==> config.mk <==
export PLATFORM = sky130hd
export DESIGN_NAME = inference_param
export DESIGN_NICKNAME = d
export VERILOG_FILES = /design/src/rtl/inference_param.sv
export SDC_FILE = /design/constraint.sdc
export NUM_CORES = 1
export LEC_CHECK = 0
export CAP_MARGIN = 15
export CORE_AREA = 2 2 226 228
export DETAILED_ROUTE_END_ITERATION = 12
export DIE_AREA = 0 0 228 230
export HOLD_SLACK_MARGIN = 0.03
export PLACE_DENSITY = 0.54
export SLEW_MARGIN = 5
export SYNTH_ARGS = -nofsm -noshare
export SYNTH_HDL_FRONTEND = slang
export SYNTH_SLANG_ARGS = --single-unit
==> constraint.sdc <==
create_clock -name clk -period 4.3 [get_ports clk]
set_clock_uncertainty 0.1 [all_clocks]
set_input_delay 0.86 -clock clk [delete_from_list [all_inputs] [get_ports clk]]
set_output_delay 0.86 -clock clk [all_outputs]
set_load 0.1 [all_outputs]
==> src/rtl/inference_param.sv <==
// inference_param: parametrised linear-classifier inference engine (arg-max + per-class score stream).
// Build option: define INFER_SATURATE_EN for saturating accumulate/bias add; default is two's-complement wrap.
module inference_param #(
  parameter int NUM_CLASSES = 10,
  parameter int NUM_INPUTS  = 784,
  parameter int WEIGHT_W    = 8,
  parameter int PIXEL_W     = 8,
  parameter int BIAS_W      = 32,
  parameter int ACC_W       = 32
) (
  input  logic                                        clk,
  input  logic                                        rst,
  input  logic                                        weights_ready,
  input  logic                                        start,
  input  logic                                        abort,
  output logic [$clog2(NUM_CLASSES*NUM_INPUTS)-1:0]   weight_addr,
  input  logic [WEIGHT_W-1:0]                         weight_data,
  output logic [$clog2(NUM_CLASSES)-1:0]              bias_addr,
  input  logic [BIAS_W-1:0]                           bias_data,
  output logic [$clog2(NUM_INPUTS)-1:0]               input_addr,
  input  logic [PIXEL_W-1:0]                          input_pixel,
  output logic                                        busy,
  output logic                                        inference_done,
  output logic [$clog2(NUM_CLASSES)-1:0]              predicted_class,
  output logic [ACC_W-1:0]                            best_score,
  output logic                                        score_valid,
  output logic [$clog2(NUM_CLASSES)-1:0]              score_class,
  output logic [ACC_W-1:0]                            score
);

  localparam int CW = $clog2(NUM_CLASSES);
  localparam int IW = $clog2(NUM_INPUTS);
  localparam int AW = $clog2(NUM_CLASSES*NUM_INPUTS);
  localparam int PW = WEIGHT_W + PIXEL_W + 1;

  typedef enum logic [2:0] {
    S_IDLE,
    S_LOAD_BIAS,
    S_COMPUTE,
    S_DRAIN,
    S_ADD_BIAS,
    S_COMPARE,
    S_DONE
  } state_t;

  state_t state;
  state_t state_next;

  logic [CW-1:0]           cls;
  logic [AW-1:0]           wnext;
  logic [1:0]              drain_cnt;
  logic                    rd_valid;
  logic                    op_valid;
  logic                    prod_valid;
  logic [WEIGHT_W-1:0]     weight_reg;
  logic [PIXEL_W-1:0]      pixel_reg;
  logic [BIAS_W-1:0]       bias_reg;
  logic signed [PW-1:0]    product;
  logic signed [PW-1:0]    w_ext;
  logic signed [PW-1:0]    p_ext;
  logic signed [ACC_W-1:0] prod_acc;
  logic signed [ACC_W-1:0] bias_acc;
  logic signed [ACC_W-1:0] acc;
  logic signed [ACC_W-1:0] run_best;
  logic signed [ACC_W-1:0] best_next;
  logic [CW-1:0]           run_class;
  logic [CW-1:0]           class_next;
  logic                    last_input;
  logic                    last_class;
  logic                    better;

  function automatic logic signed [ACC_W-1:0] acc_add(
    input logic signed [ACC_W-1:0] a,
    input logic signed [ACC_W-1:0] b
  );
`ifdef INFER_SATURATE_EN
    logic [ACC_W:0] s;
    s = {a[ACC_W-1], a} + {b[ACC_W-1], b};
    // Top two sum bits disagree only on overflow; the top bit is the true sign.
    if (s[ACC_W] != s[ACC_W-1])
      return s[ACC_W] ? {1'b1, {(ACC_W-1){1'b0}}} : {1'b0, {(ACC_W-1){1'b1}}};
    return s[ACC_W-1:0];
`else
    return a + b;
`endif
  endfunction

  assign w_ext    = PW'($signed(weight_reg));
  assign p_ext    = PW'({1'b0, pixel_reg});
  assign prod_acc = ACC_W'(product);
  assign bias_acc = ACC_W'($signed(bias_reg));

  assign last_input = (input_addr == IW'(NUM_INPUTS - 1));
  assign last_class = (cls == CW'(NUM_CLASSES - 1));
  assign better     = (cls == '0) || (acc > run_best);
  assign best_next  = better ? acc : run_best;
  assign class_next = better ? cls : run_class;

  assign busy = (state != S_IDLE);

  always_ff @(posedge clk) begin
    if (rst) state <= S_IDLE;
    else     state <= state_next;
  end

  always_comb begin
    state_next = state;
    unique case (state)
      S_IDLE:      if (start && weights_ready && !abort) state_next = S_LOAD_BIAS;
      S_LOAD_BIAS: state_next = S_COMPUTE;
      S_COMPUTE:   if (last_input) state_next = S_DRAIN;
      S_DRAIN:     if (drain_cnt == 2'd2) state_next = S_ADD_BIAS;
      S_ADD_BIAS:  state_next = S_COMPARE;
      S_COMPARE:   state_next = last_class ? S_DONE : S_LOAD_BIAS;
      S_DONE:      state_next = S_IDLE;
      default:     state_next = S_IDLE;
    endcase
    if (state != S_IDLE && abort) state_next = S_IDLE;
  end

  always_ff @(posedge clk) begin
    if (rst) begin
      cls             <= '0;
      wnext           <= '0;
      drain_cnt       <= '0;
      rd_valid        <= 1'b0;
      op_valid        <= 1'b0;
      prod_valid      <= 1'b0;
      weight_reg      <= '0;
      pixel_reg       <= '0;
      bias_reg        <= '0;
      product         <= '0;
      acc             <= '0;
      run_best        <= '0;
      run_class       <= '0;
      weight_addr     <= '0;
      bias_addr       <= '0;
      input_addr      <= '0;
      inference_done  <= 1'b0;
      predicted_class <= '0;
      best_score      <= '0;
      score_valid     <= 1'b0;
      score_class     <= '0;
      score           <= '0;
    end else begin
      score_valid    <= 1'b0;
      inference_done <= 1'b0;

      // Three-stage MAC: memory read -> operand regs -> product -> accumulate.
      rd_valid   <= (state == S_COMPUTE);
      op_valid   <= rd_valid;
      prod_valid <= op_valid;
      if (rd_valid) begin
        weight_reg <= weight_data;
        pixel_reg  <= input_pixel;
      end
      if (op_valid)   product <= w_ext * p_ext;
      if (prod_valid) acc     <= acc_add(acc, prod_acc);

      unique case (state)
        S_IDLE: begin
          if (state_next == S_LOAD_BIAS) begin
            cls       <= '0;
            bias_addr <= '0;
            wnext     <= '0;
          end
        end
        S_LOAD_BIAS: begin
          rd_valid   <= 1'b0;
          op_valid   <= 1'b0;
          prod_valid <= 1'b0;
          weight_reg <= '0;
          pixel_reg  <= '0;
          product    <= '0;
          acc        <= '0;
          if (state_next == S_COMPUTE) begin
            input_addr  <= '0;
            weight_addr <= wnext;
            wnext       <= wnext + 1'b1;
          end
        end
        S_COMPUTE: begin
          drain_cnt <= '0;
          // input_addr is 0 only on the first COMPUTE cycle, when bias_data is valid.
          if (input_addr == '0) bias_reg <= bias_data;
          if (state_next == S_COMPUTE) begin
            input_addr  <= input_addr + 1'b1;
            weight_addr <= wnext;
            wnext       <= wnext + 1'b1;
          end
        end
        S_DRAIN: begin
          drain_cnt <= drain_cnt + 1'b1;
        end
        S_ADD_BIAS: begin
          acc <= acc_add(acc, bias_acc);
        end
        S_COMPARE: begin
          if (!abort) begin
            score_valid <= 1'b1;
            score_class <= cls;
            score       <= acc;
            run_best    <= best_next;
            run_class   <= class_next;
            if (last_class) begin
              inference_done  <= 1'b1;
              predicted_class <= class_next;
              best_score      <= best_next;
            end else begin
              cls       <= cls + 1'b1;
              bias_addr <= cls + 1'b1;
            end
          end
        end
        S_DONE: begin
        end
        default: begin
        end
      endcase
    end
  end

endmodule

; ---- After elaboration in Yosys (flattened, before gate mapping)
; Cells that the tools add are included.
; Widths: inputs -> output; s select.
[word_totals]
ram_bits = 0
elab_cells = 96
mem_count = 0
latch_bits = 0
romBits = 0
regBits = 255
out_inout_bits = 102
in_bits = 53
[classes]
n_reduce_logical = 25
shift = 0
div = 0
n_mux = 23
addsub = 6
eq_ne = 16
mul = 1
order_cmp = 1
bitwise_logic = 2
[ops]
columns = op, n
row1 = $mux 32, 2
row2 = $pmux 32 s2, 1
row3 = $add 32x17->32, 1
row4 = $add 32x32->32, 1
row5 = $gt 32x32->1, 1
row6 = $mux 13, 2
row7 = $pmux 13 s2, 1
row8 = $mux 10, 2
row9 = $pmux 10 s2, 1
row10 = $pmux 3 s6, 1
row11 = $mul 8x9->17, 1
row12 = $mux 4, 4
row13 = $mux 3, 5
row14 = $add 13x1->13 const B, 1
row15 = $add 10x1->10 const B, 1
row16 = $eq 10x10->1 const B, 1
row17 = $logic_not 10->1, 1
row18 = $eq 3x2->1 const B, 3
row19 = $reduce_and 3->1, 3
row20 = $ne 2x2->1 const B, 4
row21 = $pmux 4 s2, 1
row22 = $reduce_bool 2->1, 4
row23 = $eq 3x1->1 const B, 2
row24 = $eq 3x3->1 const B, 2
row25 = other kinds (18), 28

; ---- Longest topological paths before layout
; Gate-level depths: netlist (run 1).
[logic_depth]
word_depth = 8
mapped_depth = 20
ltp_nobuf = 20

; ---- Worst setup path after synthesis (run 1)
; Ideal clock, no wire load.
[synth_timing]
kind = reg-to-reg
start = reg weight_reg[4]
end = reg product[15]
path_buffers = 0
period_less_slack_ps = 4352
path_stages_with_launch = 18
t_arrival_ps = 4194
required_ps = 4141
slack_ps = -52
cell_sequence = dfxtp_1 -> and2_1 -> fa_1 -> inv_1 -> fa_1 -> inv_1 -> fa_1 -> inv_1 -> fa_1 -> inv_1 -> ha_1 -> inv_1 -> o21a_1 -> o21ai_0 -> a21oi_1 -> a211oi_1 -> mux2_2 -> nand2_1
[synth_between]
elab_chain_len = 1
[synth_rtl]
columns = element, line
row1 = "start, declared", 55  ; logic [WEIGHT_W-1:0] weight_reg;
row2 = "start signal, assigned", 154  ; weight_reg <= weight_data;
row3 = $mul 8x9->17, 157  ; if (op_valid) product <= w_ext * p_ext;
row4 = "end signal, assigned", 157
row5 = "end, declared", 58  ; logic signed [PW-1:0] product;
; Every way passes these cells.
; A chain may end at the register's enable or synchronous reset.

; ---- Final worst setup path (run 1)
[layout_timing]
start = reg pixel_reg[3]
end = reg product[15]
[layout_between]
elab_chain_len = 1
[layout_rtl]
columns = element, line
row1 = "start, declared", 56  ; logic [PIXEL_W-1:0] pixel_reg;
row2 = "start signal, assigned", 155  ; pixel_reg <= input_pixel;
row3 = $mul 8x9->17, 157
; Every way passes these cells.

==> results of run 1 <==
final timing paths:
path / to / cells after the start / startpoint
worst max register to register: product[15] / 17 / pixel_reg[3]
worst max-delay path: product[15] / 17 / pixel_reg[3]
worst min-delay path: score[15] / 2 / score[15]
worst min register to register: score[15] / 2 / score[15]
layer usage:
metal	GRT usage	share of wire	vias to the layer above
li1	-	-	6490
met1	0.219	0.48	6110
met2	0.265	0.46	271
met3	0.0305	0.048	59
met4	0.0341	0.020	4
met5	0	0.00053	-
power by group:
group | internal [mW] | switching, mW
Sequential | 2.38 | 0.0132
Combinational | 0.0983 | 0.154
Clock | 1.49 | 1.10
Total | 3.97 | 1.26
placed cells by master, fill, tap and decap left out, drive strengths merged, types with 5 or more instances in the layout:
master and n:
clkdlybuf4s50 152, ha 113, a211oi 13, clkbuf 41, mux2 18, mux2i 75
inv 130, nand4 14, xnor2 28, nand3 57, o21ai 123, nor3 21
clkinvlp 5, or3 11, nor2 170, o2111ai 31, a22oi 15, a21oi 95
fa 38, nand3b 6, and3 7, nand2 160, buf 88, a31oi 36
and2 49, a21o 33, o21bai 5, nand2b 15, nor4 5, dfxtp 255
o31ai 39, nor2b 6, o21a 11, clkinv 10, xor2 25
logic make-up (layout without fill, tap and decap cells):
kind of cell               count (synthesis)  after routing
and+or+nand+nor                          538            538
AOI/OAI and AO/OA                        433            433
DFF                                      255            255
buffers and inverters                    230            427
adders and majority gates                151            151
muxes                                     93             93
xor gates and xnor gates                  53             53
worst min-delay path, cell delays in order (launching register included):
cell	delay, ns
dfxtp_1	0.30
nand2_1	0.05
a21oi_1	0.05
final cells by class:
class | instances | area (um2) | share of cell area
clock buffer | 41 | 873 | 0.0462
clock inverter | 17 | 145 | 0.00768
inverter | 129 | 484 | 0.0256
multi-input combinational | 1268 | 9140 | 0.484
sequential | 255 | 5120 | 0.271
tap | 672 | 841 | 0.0445
timing repair buffer | 240 | 2290 | 0.121
stage by stage:
stage / hold WS (ns) / total power [mW]
after global routing: 0.375 / 5.44
after detailed placement: 0.346 / 2.69
after floorplan: 0.335 / 2.57
after CTS: 0.355 / 5.32
final: 0.352 / 5.23
after global placement: 0.343 / 2.69
what timing repair did:
item,CTS,global route
endpoints found under the setup margin,5,8
setup buffers,2,8
pin swaps,16,35
gates resized for setup,21,55
==> flow_summary.toml, run 1 <==
[status]
status = "complete, no violations"

[global_routing]
grtUsageTotal = 0.161
overflow = 0
grt_pass1_wl_mm = 69.4
grt_pass1_vias = 12700
grt_start_max_net_pins = 76
antenna_found_initial = 2

[clock_tree]
cts-hold-fix-buffers = 0
root_buffer = "clkbuf_16"
clk_latency_ns = 0.59
cts_made_buffers = 31
clockBufferDepth = 3
h-tree-depth = 1
cts_tree = "done"
path_clk_slew_ns = 0.06
cts_sinks = 255

[synth]
syn_nets = 1957
yosys.area.top_type = "dfxtp_1"
yosysSeqAreaShare = 0.343
yosysUniqueCellTypes = 72
synth_compound_area_frac = 0.186
yosys-top-cells-count = "dfxtp_1, nor2_1, nand2_1, inv_1, ha_1"
synthMuxAreaShare = 0.0640
yosys.area_share.simple = 0.170
syn_inst = 1753
synthAdderAreaFrac = 0.146
syn_area_um2 = 14900
ys_ff_latch = 255
syn_avg_cell_area_um2 = 8.50
ys_async_sr_fraction = 0
synth_top_area_share = 0.343
synth_edf_count = 0
synth_ff_type = "dfxtp_1"
synth_top_family_by_area = "compound AO/OA/AOI/OAI gates"
ys_top_cells_by_area = "dfxtp_1, ha_1, fa_1"
ys_warn_count = 0
yosysMostFrequentCell = "dfxtp_1"
synth-xor-area-share = 0.0312

[worst_setup_path]
cp-end-kind = "flip-flop"
path_max_fanout = 3
crit_path_max_incr_delay_ns = 0.55
path_buf_inv = 5
critPathArrivalTime_ns = 4.66
required_ns = 4.73
crit_type = "flip-flop to flip-flop"
worst_path_max_delay_cell = "fa_1"
start_kind = "flip-flop"
worstPathCellList = "and2_4, fa_1, inv_2, fa_1, inv_2, fa_1, inv_1, fa_1, inv_2, ha_4, inv_2, o21a_1, o21ai_2, a21oi_2, a211oi_2, mux2_4, nand2_2"
reg2reg_slack_ns = 0.07
critPathTopFamily = "adder cells"

[die]
core_um2 = 49900
rows = 82
die_area_um2 = 52400
die-height_um = 230
start_util = 0.299
io-pin-count = 155
die_w_um = 228

[sta]
slew_headroom = 0.250
rsz0062_at_grt = "yes"
period_needed_ns = 4.23
layout_setup_ws_ns = 0.0663
drv_slew = 0
fin_crit_sh = 0.985
tightest_slew_ns = 1.12
hold_viol_final = 0
fin_setup_tns_ns = 0
fmax_mhz = 236
finalSetupViolCount = 0

[placement]
portBuffers = 154
dpl.hpwl_mm = 32.0
dpl_worst_slack_ns = -0.188
placed_area_um2 = 17600
globalplace.congestion = 0.858
dp_cells = 2555

[drt]
drtAntennaViolNets = 0
drc = 0
wirelength_mm = 43.5
via_count = 12900
viasPerCell = 4.93
first_pass_iters = 5
drt-wirelength-per-cell_um = 16.6
drt_iter0_markers = 745

[finish]
fillCellCount = 5161
antennaDiodeCount = 0
fin_cells = 2622
final_cell_area_um2 = 18900
layout-drive-gt1-share = 0.125
fin_nets = 2129
final_util = 0.379
area_delta_synth_final_pct = 26.8

[power]
p_per_area_nw_per_um2 = 277
p_leak_nw = 7.67
ir_drop_uv = 335

[min_path]
hold_path_class = "flip-flop to flip-flop"

[run]
drv_cap = 0
Power figures use the tool's default switching activity.
==> run 2: changes to the inputs <==
- CTS_CLUSTER_DIAMETER: not set -> 150
==> results of run 2 <==
Same layout as run 1: the final DEF is identical, and so are final timing and power.
==> run 3: changes to the inputs <==
- CELL_PAD_IN_SITES_DETAIL_PLACEMENT: not set -> 0
- CELL_PAD_IN_SITES_GLOBAL_PLACEMENT: not set -> 2
- CORE_AREA: 2 2 226 228 -> 2 2 219 221
- DIE_AREA: 0 0 228 230 -> 0 0 221 223
- PLACE_DENSITY: 0.54 -> 0.82
==> run 3 against run 2 <==
Compared with the run above: clock power increased by 12%; sequential power about the same; power up 6.0%; first-iteration DRC count fell by 19%; maximum frequency is 0.36% higher; non-clock buffer count increased by 3; critical endpoint is now product[12].
==> flow_summary.toml, run 3 (synthesis gave the netlist of run 1 again) <==
[status]
status = "complete, no violations"

[clock_tree]
clockBufferDepth = 3
cts_tree = "done"
cts_made_buffers = 34
clk_latency_ns = 0.54
h-tree-depth = 2
root_buffer = "clkbuf_16"
cts_sinks = 255
cts-hold-fix-buffers = 0
path_clk_slew_ns = 0.06

[worst_setup_path]
cp-end-kind = "flip-flop"
start_kind = "flip-flop"
path_max_fanout = 3
reg2reg_from = "weight_reg[2]"
required_ns = 4.68
critPathArrivalTime_ns = 4.60
crit_type = "flip-flop to flip-flop"
crit_start = "weight_reg[2]"

[finish]
final_util = 0.403
fillCellCount = 4742
layout-drive-gt1-share = 0.129
multi_input_area_um2 = 9200
final_cell_area_um2 = 19000
area_delta_synth_final_pct = 27.6
fin_nets = 2135
layout_common_cells = "dfxtp_1, nor2_1, nand2_1"
mostFrequentLayoutCell = "dfxtp_1"
ff_latch_area_um2 = 5130

[sta]
rsz0062_at_grt = "yes"
fin_crit_sh = 0.981
finalSetupViolCount = 0
hold-worst-slack_ns = 0.352
fmax_mhz = 237
drv_slew = 0
period_needed_ns = 4.22
tightest_slew_ns = 1.04
hold_viol_final = 0
slew_headroom = 0.303

[power]
p_per_area_nw_per_um2 = 292
ir_drop_uv = 227
finalPower_mw = 5.55
p_leak_nw = 7.73

[min_path]
hold_path_class = "flip-flop to flip-flop"
min-delay-start = "score[16]"

[global_routing]
grt_pass1_vias = 12700
grtUsageTotal = 0.174
grt_pass1_wl_mm = 69.8
grt_start_max_net_pins = 81
overflow = 0
antenna_found_initial = 2

[die]
core_um2 = 47100
start_util = 0.316
rows = 80
die_w_um = 221
die_area_um2 = 49300
io-pin-count = 155
die-height_um = 223

[drt]
wl_met3_mm = 1.84
first_pass_iters = 5
wl_met2_mm = 20.0
wl_met1_mm = 20.9
drtAntennaViolNets = 0
drt_iter0_markers = 606
drc = 0
via_count = 12900
routed.top_layer = "met5"
drt-wirelength-per-cell_um = 17.0
wirelength_mm = 43.7
viasPerCell = 5.04

[placement]
dpl.hpwl_mm = 31.9
globalplace.congestion = 0.848
placed_area_um2 = 17500
portBuffers = 154

[run]
drv_cap = 0
[run 3: cell count changes in the layout (fill, tap and decap cells not counted), moves of 4 or more]
cell        before  now
dfxtp_2         11    5
buf_4           74   81
clkinvlp_4       5    1
clkbuf_16       31   37
[run 3: critical path: stages, from the launching register on]
cell	delay, ns
dfxtp_2	0.33
buf_6	0.12
buf_4	0.13
and2_4	0.15
fa_2	0.38
inv_2	0.07
fa_1	0.39
inv_1	0.07
ha_1	0.22
inv_1	0.07
fa_1	0.43
buf_4	0.15
fa_2	0.36
nor2b_4	0.15
o21ai_4	0.07
a21oi_2	0.13
o211ai_1	0.15
buf_4	0.18
a21boi_2	0.14
nor3_1	0.05
nand3b_1	0.16
a21oi_1	0.16
[run 3: layout make-up]
cell class                      instances  area share
Tap cell                              615      0.0405
Inverter                              129      0.0256
Sequential cell                       255       0.270
Multi-Input combinational cell       1268       0.484
Timing Repair Buffer                  243       0.120
Clock inverter                          9     0.00513
Clock buffer                           47      0.0554
Antenna cell                            1    0.000132
[run 3: repair_timing]
action	CTS	global route
pin swaps	7	44
gates resized for setup	15	68
setup buffers	0	6
setup endpoints to repair	7	7
[run 3: per-layer routing]
| metal | up-vias | GRT usage |
|---|---|---|
| met2 | 239 | 0.284 |
| met4 | 2 | 0.0563 |
| met3 | 53 | 0.0292 |
| li1 | 6512 | - |
| met1 | 6130 | 0.234 |
| met5 | - | 0 |
[run 3: power by group]
part           total [mW]  switching [mW]  internal [mW]
clock                2.91            1.09           1.82
combinational       0.247           0.149         0.0974
sequential           2.39          0.0166           2.38
[run 3: path summary, 6_finish.rpt]
| path | to | cells after the start | slack (ns) |
|---|---|---|---|
| worst min register to register | score[16] | 2 | 0.35 |
| worst max-delay path | product[12] | 21 | 0.08 |
| worst max register to register | product[12] | 21 | 0.08 |
| worst min-delay path | score[16] | 2 | 0.35 |
[run 3: stage by stage]
stage | worst slack (ns) | TNS, ns | instances
final | 0.0816 | 0 | 2567
after global routing | -0.108 | -0.334 | 2566
after CTS | -0.0441 | -0.106 | 2560
after detailed placement | -0.234 | -0.725 | 2504
after global placement | -0.198 | -0.543 | 2504
after floorplan | 0.0259 | 0 | 1753
